[src/rtl/seq_function_unit.sv]
// seq_function_unit
//
// Registered ALU/shifter that sits between register-file read and write-back.
// Both sides use a valid/ready handshake. A single result register holds the
// result, together with the C/V/N/Z flags, until write-back takes it.
//
// Ports:
//   clk, rst_n          rising-edge clock, synchronous active-low reset
//   in_valid/in_ready   operand handshake (A, B, FS, SH captured on accept)
//   A, B                WIDTH-bit operands
//   FS                  5-bit function select
//   SH                  shift amount (SHW bits)
//   out_valid/out_ready result handshake
//   out, C, V, N, Z     registered result and flags
//
// Build option:
//   FU_BARREL_EN  when defined, shifts go through a combinational barrel
//                 shifter and finish in one cycle. When it is not defined,
//                 shifts run one bit per cycle in a SHIFT state.

module seq_function_unit #(
    parameter int WIDTH = 32,
    parameter int SHW   = $clog2(WIDTH)
) (
    input  logic             clk,
    input  logic             rst_n,
    input  logic             in_valid,
    output logic             in_ready,
    input  logic [WIDTH-1:0] A,
    input  logic [WIDTH-1:0] B,
    input  logic [4:0]       FS,
    input  logic [SHW-1:0]   SH,
    output logic             out_valid,
    input  logic             out_ready,
    output logic [WIDTH-1:0] out,
    output logic             C,
    output logic             V,
    output logic             N,
    output logic             Z
);

    localparam logic [4:0] FS_AND  = 5'b01000;
    localparam logic [4:0] FS_OR   = 5'b01010;
    localparam logic [4:0] FS_XOR  = 5'b01100;
    localparam logic [4:0] FS_NOTA = 5'b01110;
    localparam logic [4:0] FS_B    = 5'b10000;
    localparam logic [4:0] FS_SRL  = 5'b10100;
    localparam logic [4:0] FS_SLL  = 5'b11000;

    // Combinational function result for the op presented on the inputs
    logic [WIDTH-1:0] b_op;
    logic [WIDTH:0]   sum_ext;
    logic [WIDTH-1:0] alu_res;
    logic             alu_c;
    logic             alu_v;
`ifdef FU_BARREL_EN
    logic [WIDTH:0]   srl_ext;
    logic [WIDTH:0]   sll_ext;
`endif

    // Result register and flags
    logic             out_valid_q, out_valid_d;
    logic [WIDTH-1:0] out_q, out_d;
    logic             c_q, c_d;
    logic             v_q, v_d;
    logic             n_q, n_d;
    logic             z_q, z_d;

    // Control
    logic             drain_ok;
    logic             accept;
    logic             load;
    logic [WIDTH-1:0] load_res;
    logic             load_c;
    logic             load_v;

`ifndef FU_BARREL_EN
    typedef enum logic {
        IDLE  = 1'b0,
        SHIFT = 1'b1
    } state_t;

    state_t           state_q, state_d;
    logic [WIDTH-1:0] work_q, work_d;
    logic [SHW-1:0]   count_q, count_d;
    logic             dir_q, dir_d;
    logic [WIDTH-1:0] work_step;
    logic             step_out;
    logic             is_shift;
`endif

    // The arithmetic group is one adder: FS[2:1] picks the second operand
    // (0, B, ~B, all-ones) and FS[0] is the carry-in. That gives increment,
    // subtract and decrement without separate hardware.
    always_comb begin
        b_op    = '0;
        sum_ext = '0;
        alu_res = '0;
        alu_c   = 1'b0;
        alu_v   = 1'b0;
`ifdef FU_BARREL_EN
        srl_ext = '0;
        sll_ext = '0;
`endif

        case (FS[2:1])
            2'b00:   b_op = '0;
            2'b01:   b_op = B;
            2'b10:   b_op = ~B;
            default: b_op = '1;
        endcase
        sum_ext = {1'b0, A} + {1'b0, b_op} + {{WIDTH{1'b0}}, FS[0]};

        casez (FS)
            5'b00???: begin
                alu_res = sum_ext[WIDTH-1:0];
                alu_c   = sum_ext[WIDTH];
                alu_v   = (A[WIDTH-1] == b_op[WIDTH-1]) &&
                          (alu_res[WIDTH-1] != A[WIDTH-1]);
            end
            FS_AND:  alu_res = A & B;
            FS_OR:   alu_res = A | B;
            FS_XOR:  alu_res = A ^ B;
            FS_NOTA: alu_res = ~A;
            FS_B:    alu_res = B;
`ifdef FU_BARREL_EN
            // One extra bit below (right) or above (left) the operand catches
            // the last bit shifted out. It stays 0 when SH is 0.
            FS_SRL: begin
                srl_ext = {B, 1'b0} >> SH;
                alu_res = srl_ext[WIDTH:1];
                alu_c   = srl_ext[0];
            end
            FS_SLL: begin
                sll_ext = {1'b0, B} << SH;
                alu_res = sll_ext[WIDTH-1:0];
                alu_c   = sll_ext[WIDTH];
            end
`else
            // The iterative shifter handles SH>0. This path only serves SH==0,
            // which is a plain transfer of B with no carry.
            FS_SRL:  alu_res = B;
            FS_SLL:  alu_res = B;
`endif
            default: alu_res = '0;
        endcase
    end

    // Handshake, shift sequencing and result-register loading. The result
    // register may load on the same edge that write-back drains it. When the
    // register is full and not draining, the unit stalls.
    always_comb begin
        drain_ok    = !out_valid_q || out_ready;
`ifdef FU_BARREL_EN
        in_ready    = drain_ok;
`else
        in_ready    = (state_q == IDLE) && drain_ok;
`endif
        accept      = in_valid && in_ready;
        load        = 1'b0;
        load_res    = alu_res;
        load_c      = alu_c;
        load_v      = alu_v;
        out_valid_d = out_valid_q && !out_ready;

`ifdef FU_BARREL_EN
        load = accept;
`else
        state_d   = state_q;
        work_d    = work_q;
        count_d   = count_q;
        dir_d     = dir_q;
        is_shift  = (FS == FS_SRL) || (FS == FS_SLL);
        work_step = dir_q ? {work_q[WIDTH-2:0], 1'b0} : {1'b0, work_q[WIDTH-1:1]};
        step_out  = dir_q ? work_q[WIDTH-1] : work_q[0];

        case (state_q)
            IDLE: begin
                if (accept) begin
                    if (is_shift && (SH != '0)) begin
                        work_d  = B;
                        count_d = SH;
                        dir_d   = (FS == FS_SLL);
                        state_d = SHIFT;
                    end else begin
                        load = 1'b1;
                    end
                end
            end
            SHIFT: begin
                // The final step writes straight into the result register.
                // This makes the result valid SH edges after accept. If the
                // result register is still full, the final step waits.
                if (count_q > SHW'(1)) begin
                    work_d  = work_step;
                    count_d = count_q - SHW'(1);
                end else if (drain_ok) begin
                    work_d   = work_step;
                    count_d  = '0;
                    load     = 1'b1;
                    load_res = work_step;
                    load_c   = step_out;
                    load_v   = 1'b0;
                    state_d  = IDLE;
                end
            end
        endcase
`endif

        out_d = out_q;
        c_d   = c_q;
        v_d   = v_q;
        n_d   = n_q;
        z_d   = z_q;
        if (load) begin
            out_valid_d = 1'b1;
            out_d       = load_res;
            c_d         = load_c;
            v_d         = load_v;
            n_d         = load_res[WIDTH-1];
            z_d         = (load_res == '0);
        end
    end

    // All state registers. A reset during a shift discards the op in flight.
    always_ff @(posedge clk) begin
        if (!rst_n) begin
            out_valid_q <= 1'b0;
            out_q       <= '0;
            c_q         <= 1'b0;
            v_q         <= 1'b0;
            n_q         <= 1'b0;
            z_q         <= 1'b0;
`ifndef FU_BARREL_EN
            state_q     <= IDLE;
            work_q      <= '0;
            count_q     <= '0;
            dir_q       <= 1'b0;
`endif
        end else begin
            out_valid_q <= out_valid_d;
            out_q       <= out_d;
            c_q         <= c_d;
            v_q         <= v_d;
            n_q         <= n_d;
            z_q         <= z_d;
`ifndef FU_BARREL_EN
            state_q     <= state_d;
            work_q      <= work_d;
            count_q     <= count_d;
            dir_q       <= dir_d;
`endif
        end
    end

    assign out_valid = out_valid_q;
    assign out       = out_q;
    assign C         = c_q;
    assign V         = v_q;
    assign N         = n_q;
    assign Z         = z_q;

endmodule

[config.mk]
export PLATFORM = sky130hd
export DESIGN_NAME = seq_function_unit
export DESIGN_NICKNAME = d
export VERILOG_FILES = /design/src/rtl/seq_function_unit.sv
export SDC_FILE = /design/constraint.sdc
export NUM_CORES = 1
export LEC_CHECK = 0
export BUFFER_PORTS_ARGS = -buffer_cell sky130_fd_sc_hd__buf_4
export CAP_MARGIN = 25
export CELL_PAD_IN_SITES_DETAIL_PLACEMENT = 1
export CELL_PAD_IN_SITES_GLOBAL_PLACEMENT = 2
export CORE_MARGIN = 2
export CORE_UTILIZATION = 38
export CTS_BUF_LIST = sky130_fd_sc_hd__clkbuf_2
export DETAILED_ROUTE_END_ITERATION = 16
export HOLD_SLACK_MARGIN = 0.1
export PLACE_DENSITY = 0.95
export SETUP_SLACK_MARGIN = 0.15
export SLEW_MARGIN = 20
export SYNTH_ARGS = -nofsm -noshare
export SYNTH_HDL_FRONTEND = slang
export SYNTH_SLANG_ARGS = --single-unit
[constraint.sdc]
create_clock -name clk -period 11.6 [get_ports clk]
set_input_delay 1.16 -clock clk [delete_from_list [all_inputs] [get_ports clk]]
set_output_delay 1.16 -clock clk [all_outputs]
set_load 0.01 [all_outputs]
* Word-level counts from Yosys, hierarchy flattened *
Cells that the tools add are included.

operators by class
  equal/unequal tests = 14
  bitwise logic cells = 6
  add/sub/neg operators = 3
  magnitude comparators = 1
  reductions and logical operators = 16
  multiplexer cells = 36

operator list
  operator             count
  $mux 32              8
  $pmux 32 s6          1
  $pmux 32 s3          1
  $not 32->32          2
  $pmux 32 s2          1
  $add 32x32->33       1
  $add 33x1->33        1
  $and 32x32->32       1
  $logic_not 32->1     1
  $or 32x32->32        1
  $xor 32x32->32       1
  $eq 5x4->1 const B   4
  $mux 5               4
  $mux 1               18
  $eq 5x5->1 const B   3
  $pmux 5 s2           1
  $reduce_and 3->1     2
  $gt 5x1->1 const B   1
  $logic_and 1x1->1    5
  $reduce_bool 5->1    1
  $sub 5x1->5 const B  1
  $logic_not 2->1      2
  $pmux 1 s2           2
  $ne 3x2->1 const B   1
  10 further kinds     12

storage, ports and cells
  register bits after elaboration = 76
  output and inout port bits = 38

* Longest topological paths before layout *
Gate-level depths: netlist (run 1).

  depth after elaboration = 10
  gate-level depth with buffers = 20
  gate-level depth less buffers = 14

* Least setup slack after synthesis (run 1) *
No wires, ideal clock.

  kind = input to register
  start point = in FS[1]
  end point = reg z_q, in the netlist Z
  arrival time = 5.619 ns
  setup time = 0.061 ns
  setup slack = 5.921 ns
  stages = 19
  buffers on the path = 6
  cell sequence = buf_2 buf_2 buf_1 clkbuf_1 clkbuf_1 clkbuf_1 mux2_2 ha_1 a211oi_1 nor2_1 a211oi_1 o31ai_1 and2_1 a311o_1 a21oi_1 mux2i_1 o2111ai_1 a2111oi_0 a32o_1

on the way
  longest elaborated chain between the ends = 9
  elaborated cells between the ends (all ways) = 24
  classes of those cells = add/sub: 2; eq/ne: 9; mux: 8; reduce/logical: 5

RTL lines
  what                                line  text
  from (decl)                         31    input logic [4:0] FS,
  $eq 2x2->1 (tied with other cells)  106   case (FS[2:1])
  $pmux 32 s3                         106
  $add 32x32->33                      112   sum_ext = {1'b0, A} + {1'b0, b_op} + {{WIDTH{1'b0}}, FS[0]};
  $add 33x1->33                       112
  $pmux 32 s6                         114   casez (FS)
  $mux 32                             197   end else if (drain_ok) begin
  $mux 32                             194   if (count_q > SHW'(1)) begin
  $mux 32                             177   case (state_q)
  $logic_not 32->1                    221   z_d = (load_res == '0);
  to (signal assigned)                246   z_q <= z_d;
  to (decl)                           67    logic z_q, z_d;

Several ways; a longest one is shown, not always the timed one.
A chain may end at the register's enable or synchronous reset.

* Final worst setup path (run 1) *
Same ends and word-level chain as after synthesis.

==> out/summary.txt, run 1 <==
Synthesized net count - 1313
H-tree levels - 3
Reg clk slew, reported paths - 0.25 ns
Synth warn - 0
DR pass1 iterations - 4
Delay-heaviest family, CP - compound AO/OA/AOI/OAI gates
Hold Startpoint - out[6]
DRT Wirelength - 32970 um
Synthesized area - 0.008576 sq mm
CTS Buf Count - 9
Via count - 9010
Synth top cells by count - nor2_1 (147), a21oi_1 (107), ha_1 (97)
Initial drt markers - 691
Combinational power share - 0.444
Dpl hpwl - 24560 um
Final Hold Viols - 0
Async SR Flop Fraction - 0
Multi-input gate area - 0.006316 sq mm
Hold Crit Class - reg2reg
Unrepaired setup endpoints after global routing - no
Fin nets - 1377
Worst path slowest cell - a211oi_1
#FFs+latches synth - 75
Synth top area cells - dfxtp_1 (18%), ha_1 (14%), nor2_1 (6.4%)
Port Buffers - 115
FF-to-FF path depth - 10
Syn_area_per_cell - 7.549 sq um
Setup Skew - 0.03617 ns
Drt wl/cell - 22.20 um
Setup_tns - 0 ns
Cell-internal power - 463.9 uW
Sw Ratio - 0.4256
Layout cells sized above 1 - 0.1744
Period utilization - 0.4210
Total track usage - 0.2736
Congestion Overflow GR - 0
Seq pwr share - 0.349
Worst-Margin Slew - 0.8799 ns
Crit path top cell by count - a211oi_1
Max IR drop VDD - 0.03465 mV
Fillers - 2762
Final min period - 4.884 ns
Crit-path cells - buf_4 > mux2_2 > fa_1 > a211oi_1 > nor2_1 > a211oi_1 > o31ai_1 > and2_1 > a311o_1 > a21oi_1 > mux2i_1 > o2111ai_1 > a2111oi_0 > a32o_1
Largest net degree at the start of global routing - 82
Fmax - 0.2048 GHz
Clock sinks - 75
Cell Count Post-Placement - 1469
Seq/Total Area, Yosys - 0.1751
Die Height - 154.2 um
Delay of the slowest critical-path stage - 0.56 ns
Final GP Congestion - 0.9677
Vias in the first global route - 8856
Max Cap Viol - 0
Post-synth top area share - 0.1751
Die width - 154.2 um
Number of synthesized flops with an enable pin - 0
Switching power - 343.7 uW
Critical path depth - 14
FF+latch area - 0.001504 sq mm
Initial antenna violation count - 1
FF-to-FF End - Z
Initial Utilization - 0.3905
WP data arrival - 5.49 ns
Clock buffer depth - 2
Slew Limit Fails - 0
Postcts setup bufs - 0
WP data required - 12.20 ns
Commonest register cell after synthesis - dfxtp_1
CTS Hold Bufs - 0
Post-CTS sizing - 0
Reg2Reg Setup Slack - 7.21 ns
Gate count after technology mapping - 1136
Number of vias per cell - 6.067
Buf/Inv on CP - 1
Placeable Area - 0.02196 sq mm
Outcome - complete, no violations
Final non-filler cell total - 1485
Worst-Skew Late Latency - 0.64 ns
Synth cell types - 83
Cell with the most instances after synthesis - nor2_1
CTS tree - done
Area leader, netlist - dfxtp_1
Setup crit end kind - flip-flop
Crit Path Class - in2reg
Hold Path Stages - 2
CP Max Fanout - 81
Clock power frac - 0.206
FP Rows - 54
R2R Path Start - state_q
First-pass GRT wire length - 51230 um
Final setup fails - 0
Synth-to-layout area growth - 11.77%
Max-slew headroom - 0.4134
Root buffer cell - clkbuf_2
Leakage - 0.004146 uW
Crit start category - primary input
Hold worst-path end - out[6]
Die area - 0.02379 sq mm
Io pins - 116
Remaining antenna violation count - 0
DRC errors left - 0
PwrDens - 84.25 mW/mm^2
[layer usage]
metal,share of wire,global-route usage
met5,0,0
met2,0.45,0.4380
met4,0.024,0.07032
met3,0.058,0.04595
met1,0.47,0.3822
[kinds of logic after synthesis]
kind of cell             Yosys count  synth area share
AO/OA/AOI/OAI                    369            0.2828
XOR/XNOR                          22           0.02247
adder cells (fa/ha/maj)           99            0.1462
buffers and inverters            160           0.09075
flip-flops                        75            0.1751
multiplexers                      91            0.1116
AND/OR/NAND/NOR                  320            0.1711
[cell usage in the layout, fill, tap and decap left out, drive strengths merged, types with 26 or more instances in the layout]
master,instances
a211oi,57
inv,80
mux2i,54
dfxtp,75
o21ai,64
nor2,147
nand2,77
ha,97
o22ai,26
mux2,37
buf,134
a21oi,110
[per-stage QoR]
| step | setup slack [ns] | cell area [sq um] | total power (uW) | hold WS [ns] | util |
|---|---|---|---|---|---|
| final | 6.716 | 9585 | 807.6 | 0.4689 | 0.4365 |
| after global routing | 6.401 | 9585 | 854.9 | 0.5107 | 0.4365 |
| after CTS | 6.789 | 9583 | 805.9 | 0.4733 | 0.4364 |
| after detailed placement | 6.127 | 9473 | 638.6 | 0.4469 | 0.4314 |
| after global placement | 6.206 | 9473 | 630.2 | 0.4414 | 0.4314 |
| after floorplan | 5.921 | 8576 | 523.4 | 0.4662 | - |
[state kept, by name (all words and copies together) (netlist names)]
name	cells
C	1
state_q	1
dir_q	1
Z	1
out	32
count_q	5
V	1
work_q	32
out_valid	1
[how the worst max path moves through the flow]
stage | start | slack (ns) | end
3_5_place_dp | FS[1] | 6.13 | Z
5_1_grt | FS[1] | 6.40 | Z
4_1_cts | FS[1] | 6.79 | Z
6_report | FS[1] | 6.72 | Z
3_3_place_gp | FS[1] | 6.21 | Z
2_1_floorplan | FS[1] | 5.92 | Z
[worst min-delay path: cells and delay by family (launching register included)]
family	cells	cell delay, ns
DFF	1	0.37
AOI/OAI and AO/OA	1	0.05
and+or+nand+nor	1	0.05
[layout make-up]
cell class                 count  area share
antenna                        1   0.0002611
clock buffer                   9    0.004699
clock inverter                 6    0.006788
inverter                      79     0.03094
multi-input combinational    901      0.6589
sequential                    75      0.1569
tap                          280     0.03655
timing repair buffer         134      0.1049
[power groups by stage]
stage	sequential [uW]	clock, uW	combinational (uW)
after floorplan	288	0	235
after global placement	286	0	344
after detailed placement	287	0	352
after CTS	282	170	354
after global routing	284	178	393
final	282	167	359
(Power assumes the default switching activity.)
==> run 2, diff against run 1 <==
Settings changed: ABC_AREA set to 1, CORE_UTILIZATION 38 to 31, PLACE_DENSITY 0.95 to 0.89.
Clock period 11.6 ns to 4.7 ns, I/O delays scaled along.
==> run 2 against run 1 <==
Effect of this change: sequential power is 150% higher; global-route usage is 3.5 points lower; first-iteration DRC count is 20% lower; non-clock buffer count is 8 lower.
==> out/summary.txt, run 2 <==
Post-CTS sizing - 0
DRT Wirelength - 36690 um
Area leader, netlist - nand2_1
Multi-input gate area - 0.006366 sq mm
FP Rows - 63
Reg2Reg Setup Slack - 1.46 ns
Hold Crit Class - in2reg
Total track usage - 0.2382
Synth top area cells - nand2_1 (21%), dfxtp_1 (16%), ha_1 (13%)
Switching power - 879.6 uW
Final GP Congestion - 0.9020
Root buffer cell - clkbuf_2
Seq pwr share - 0.333
CTS Hold Bufs - 0
Synth top cells by count - nand2_1 (505), inv_1 (263), o21ai_0 (140)
Max IR drop VDD - 0.1346 mV
Fmax - 0.2954 GHz
Layout cells sized above 1 - 0.1093
Number of synthesized flops with an enable pin - 0
FF+latch area - 0.001501 sq mm
Buf/Inv on CP - 2
Post-Place Cell Area - 0.01032 sq mm
Post-synth top area share - 0.2062
WP data required - 5.17 ns
H-tree levels - 3
Synth warn - 0
Setup crit end kind - flip-flop
Port Buffers - 115
Max Cap Viol - 0
Ant diodes - 0
Postcts setup bufs - 0
Remaining antenna violation count - 0
Synthesized net count - 1784
Clock sinks - 75
Final Hold Viols - 0
Unrepaired setup endpoints after global routing - no
Clock power frac - 0.222
Gate count after technology mapping - 1607
Delay-heaviest family, CP - simple AND/OR/NAND/NOR gates
PwrDens - 200.6 mW/mm^2
Cell with the most instances after synthesis - nand2_1
Vias in the first global route - 10850
Final setup fails - 0
#FFs+latches synth - 75
CTS tree - done
Drt wl/cell - 17.69 um
Max-slew headroom - 0.4228
CP Max Fanout - 14
Sw Ratio - 0.4186
Initial Utilization - 0.3127
Worst-Margin Slew - 0.8649 ns
Initial drt markers - 551
DRC errors left - 0
Commonest non-fill, non-tap cell in the layout - nand2_1
Crit start category - primary input
Commonest register cell after synthesis - dfxtp_1
Slew Limit Fails - 0
First-pass GRT wire length - 58610 um
Die width - 176.2 um
Crit Path Class - in2reg
Commonest cells after routing, fill and taps aside - nand2_1 (505), inv_1 (263), o21ai_0 (140)
Congestion Overflow GR - 0
Seq/Total Area, Yosys - 0.1633
DR pass1 iterations - 4
Setup_tns - 0 ns
Synth-to-layout area growth - 13.96%
Syn_area_per_cell - 5.720 sq um
CTS Buf Count - 9
Fin area - 0.01048 sq mm
Worst path slowest cell - fa_1
Placeable Area - 0.02940 sq mm
Async SR Flop Fraction - 0
Setup Skew - 0.03919 ns
Synthesized area - 0.009193 sq mm
Final min period - 3.386 ns
Synth cell types - 48
Fin nets - 1856
Die area - 0.03105 sq mm
Crit-path cells - buf_4 > inv_1 > o21ai_0 > fa_1 > fa_1 > nand3_1 > nand3_1 > nand2_1 > nand3_2 > nand2_1 > nand3_1 > nand3_1 > nand2_1 > nand2_1 > nand2_1 > nor2_1 > nand2_1 > nor2_1 > nand4_1 > a21oi_1
Reg clk slew, reported paths - 0.20 ns
Largest net degree at the start of global routing - 60
Fillers - 4022
Period utilization - 0.7204
Die Height - 176.2 um
Clock buffer depth - 2
Io pins - 116
Combinational power share - 0.444
Outcome - complete, no violations
Crit path top cell by count - nand2_1
Cell-internal power - 1222 uW
Initial antenna violation count - 0
Number of vias per cell - 5.118
WP data arrival - 3.85 ns
Delay of the slowest critical-path stage - 0.50 ns
Via count - 10620
Worst-Skew Late Latency - 0.56 ns
Dpl hpwl - 29070 um
Leakage - 0.005800 uW
run 2: cell count changes in the layout (fill, tap and decap cells not counted), sizes merged, moves of 15 or more:
cell and change:
mux2 -37, a211oi -31, a21oi -37, o21ai +88
nand2 +440, nand3 +68, mux2i -54, nor2 -15
inv +188, a21o -17
run 2: tightest hold or removal path, delay by kind of cell:
family | cells | cell delay (ns)
AO/OA/AOI/OAI | 1 | 0.05
buffers and inverters | 1 | 0.09
AND/OR/NAND/NOR | 1 | 0.07
run 2: path summary, 6_finish.rpt:
path / endpoint / start / depth (start not counted)
max: Z / FS[2] / 20
min: count_q[2] / SH[2] / 3
max reg2reg: out[22] / count_q[1] / 12
min reg2reg: V / V / 2
run 2: metal layers:
metal	share of wire	global-route usage	vias to the layer above	routed length, um
li1	-	-	5274	-
met4	0.023	0.05647	0	845
met3	0.036	0.02218	41	1335
met1	0.47	0.3133	5073	17190
met2	0.47	0.4194	227	17310
met5	0	0	-	0
run 2: per-stage QoR:
stage | utilization | total power (uW) | instances | worst slack (ns) | hold WS, ns
2_1_floorplan | - | 1286 | 1607 | 1.491 | 0.4391
3_3_place_gp | 0.3511 | 1618 | 2058 | 0.8903 | 0.4615
3_5_place_dp | 0.3511 | 1643 | 2058 | 0.7763 | 0.4660
4_1_cts | 0.3563 | 2115 | 2074 | 1.352 | 0.1383
5_1_grt | 0.3563 | 2263 | 2074 | 1.001 | 0.1482
6_report | 0.3563 | 2101 | 2074 | 1.314 | 0.1769
run 2: power by group through the flow:
stage | Clock (uW) | Sequential [uW] | Combinational, uW
CTS | 478 | 701 | 937
global placement | 0 | 713 | 905
floorplan | 0 | 718 | 567
detailed placement | 0 | 713 | 930
finish | 467 | 700 | 934
global route | 502 | 706 | 1060
run 2: logic make-up (layout without fill, tap and decap cells):
family | after synthesis | after routing | share of synthesized area
buf+inv | 337 | 414 | 0.1441
compound gates | 323 | 323 | 0.2021
fa+ha+maj | 99 | 99 | 0.1364
xor+xnor | 4 | 4 | 0.003812
simple gates | 769 | 769 | 0.3502
flops | 75 | 75 | 0.1633
run 2: cell type report:
| cell class | instances | share of cell area |
|---|---|---|
| multi-input combinational | 1195 | 0.6077 |
| sequential | 75 | 0.1433 |
| inverter | 272 | 0.09746 |
| timing repair buffer | 126 | 0.09029 |
| tap | 390 | 0.04658 |
| clock inverter | 6 | 0.009913 |
| clock buffer | 10 | 0.004777 |
==> run 3, diff against run 2 <==
Settings changed: ABC_AREA 1 to 0, CORE_UTILIZATION 31 to 32, PLACE_DENSITY 0.89 to 0.87.
Clock period 4.7 ns to 3.1 ns, I/O delays scaled along.
==> run 3 against run 2 <==
Effect of this change: the flow now finishes with violations (design-rule violations, negative setup slack); cell count down 14%; die area down 9.4%; flip-flop and latch count unchanged; combinational power grew 110%; clock skew up 0.0031 ns; global-route usage increased by 2.5 points; critical endpoint unchanged; largest cell class unchanged.
==> out/summary.txt, run 3 (synthesized netlist as in run 1, its figures left out) <==
Reg2Reg Setup Slack - -0.10 ns
Hold Crit Class - in2reg
Fin nets - 1630
Seq pwr share - 0.299
Initial antenna violation count - 0
WP data required - 3.62 ns
Final setup fails - 5
Congestion Overflow GR - 0
Worst slack, placed - -1.006 ns
Max-slew headroom - 0.4439
Setup crit end - Z
Clock power frac - 0.139
Leakage - 0.005444 uW
Reg clk slew, reported paths - 0.22 ns
Fmax - 0.3020 GHz
Largest net degree at the start of global routing - 65
Port Buffers - 115
Worst-Margin Slew - 0.8226 ns
Initial Utilization - 0.3272
Final non-filler cell total - 1793
Clock buffer depth - 2
Commonest non-fill, non-tap cell in the layout - buf_4
Die Height - 167.7 um
Remaining antenna violation count - 0
CTS Buf Count - 9
Via count - 10170
Max Cap Viol - 0
Crit. Startpoint - B[0]
DRT Wirelength - 37920 um
Cell Count Post-Placement - 1757
R2R Path Start - count_q[0]
Hold slack - 0.1386 ns
Clock sinks - 75
Synth-to-layout area growth - 40.90%
Ant diodes - 0
Worst-Skew Late Latency - 0.56 ns
Combinational power share - 0.562
Final WS setup - -0.2114 ns
Commonest cells after routing, fill and taps aside - buf_4 (371), nor2_1 (139), a21oi_1 (98)
Slew Limit Fails - 0
DR pass1 iterations - 11
Die area - 0.02813 sq mm
Setup crit end kind - flip-flop
Placeable Area - 0.02621 sq mm
Hold Startpoint - SH[4]
H-tree levels - 3
Io pins - 116
CP Max Fanout - 3
Setup_tns - -0.5181 ns
Vias in the first global route - 10480
Dpl hpwl - 29600 um
CTS tree - done
DRC errors left - 1
PwrDens - 290.8 mW/mm^2
Number of vias per cell - 5.671
Crit Path Class - in2reg
Cell-internal power - 2060 uW
WP data arrival - 3.83 ns
Root buffer cell - clkbuf_2
Switching power - 1453 uW
Period utilization - 1.068
Setup Skew - 0.04227 ns
Final min period - 3.311 ns
Drt wl/cell - 21.15 um
Final GP Congestion - 0.9379
Total track usage - 0.2629
Die width - 167.7 um
Initial drt markers - 772
Fillers - 3243
Crit start category - primary input
First-pass GRT wire length - 58890 um
Failing checks - design-rule violations, negative setup slack
FF-to-FF path depth - 13
FF-to-FF End - Z
Unrepaired setup endpoints after global routing - yes
Sw Ratio - 0.4136
FP Rows - 59
Layout cells sized above 1 - 0.3539
Final Hold Viols - 0
Max IR drop VDD - 0.1272 mV
Outcome - finished with violations
## run 3: cell count changes in the layout (fill, tap and decap cells not counted), moves of 33 or more
cell     delta
inv_1     -186
nand2_1   -429
mux2i_1    +54
o21ai_0    -87
mux2_2     +33
buf_4     +245
nand3_1    -62
## run 3: cell type report
type                       instances  area, sq um  area share
multi-input combinational        902         6766      0.5600
timing repair buffer             386         3005      0.2487
sequential                        75         1505      0.1246
tap                              335        419.2     0.03469
inverter                          79        296.5     0.02454
clock buffer                       9        45.04    0.003728
clock inverter                     7        45.04    0.003728
## run 3: layer usage
metal	GRT usage	share of wire	up-vias
met1	0.3633	0.46	5022
li1	-	-	4764
met5	0	0	-
met3	0.02553	0.047	68
met2	0.4308	0.46	314
met4	0.08507	0.033	0
## run 3: power by group through the flow
stage               registers, uW  logic [uW]  clock network, uW
floorplan                    1080         911                  0
global placement             1070        1700                  0
detailed placement           1070        1760                  0
CTS                          1050        1850                496
global route                 1060        2120                546
finish                       1050        1970                490
## run 3: stage by stage
step | power, uW | utilization | area, sq um
2_1_floorplan | 1988 | - | 8707
3_3_place_gp | 2763 | 0.4365 | 11440
3_5_place_dp | 2826 | 0.4365 | 11440
4_1_cts | 3392 | 0.4517 | 11840
5_1_grt | 3719 | 0.4611 | 12080
6_report | 3513 | 0.4611 | 12080
## run 3: critical path, cell delays in order
cell      delay [ns]
buf_8           0.10
mux2_4          0.29
fa_2            0.35
buf_4           0.16
a211oi_4        0.30
nor2_4          0.07
a211oi_2        0.20
buf_4           0.17
buf_4           0.13
xor2_1          0.16
o21ai_0         0.17
o21ai_0         0.45
nand3_1         0.18
nor4_1          0.31
nand4_1         0.17
nor4_2          0.15
a32o_1          0.15
## run 3: worst min path at each step
stage | endpoint | cells past startpoint | slack (ns)
5_1_grt | count_q[4] | 5 | 0.12
2_1_floorplan | count_q[3] | 2 | 0.47
6_report | count_q[4] | 5 | 0.14
3_5_place_dp | out[3] | 2 | 0.45
4_1_cts | count_q[4] | 5 | 0.10
3_3_place_gp | out[7] | 2 | 0.44
## run 3: repair_timing
action / 4_1_cts / 5_1_grt
pin swaps: 22 / 10
resized for setup: 40 / 37
endpoints found under the hold margin: 10 / 1
setup endpoints to repair: 13 / 23
cloned: 0 / 1
buffers inserted: 10 / 5
hold buffers: 3 / 1
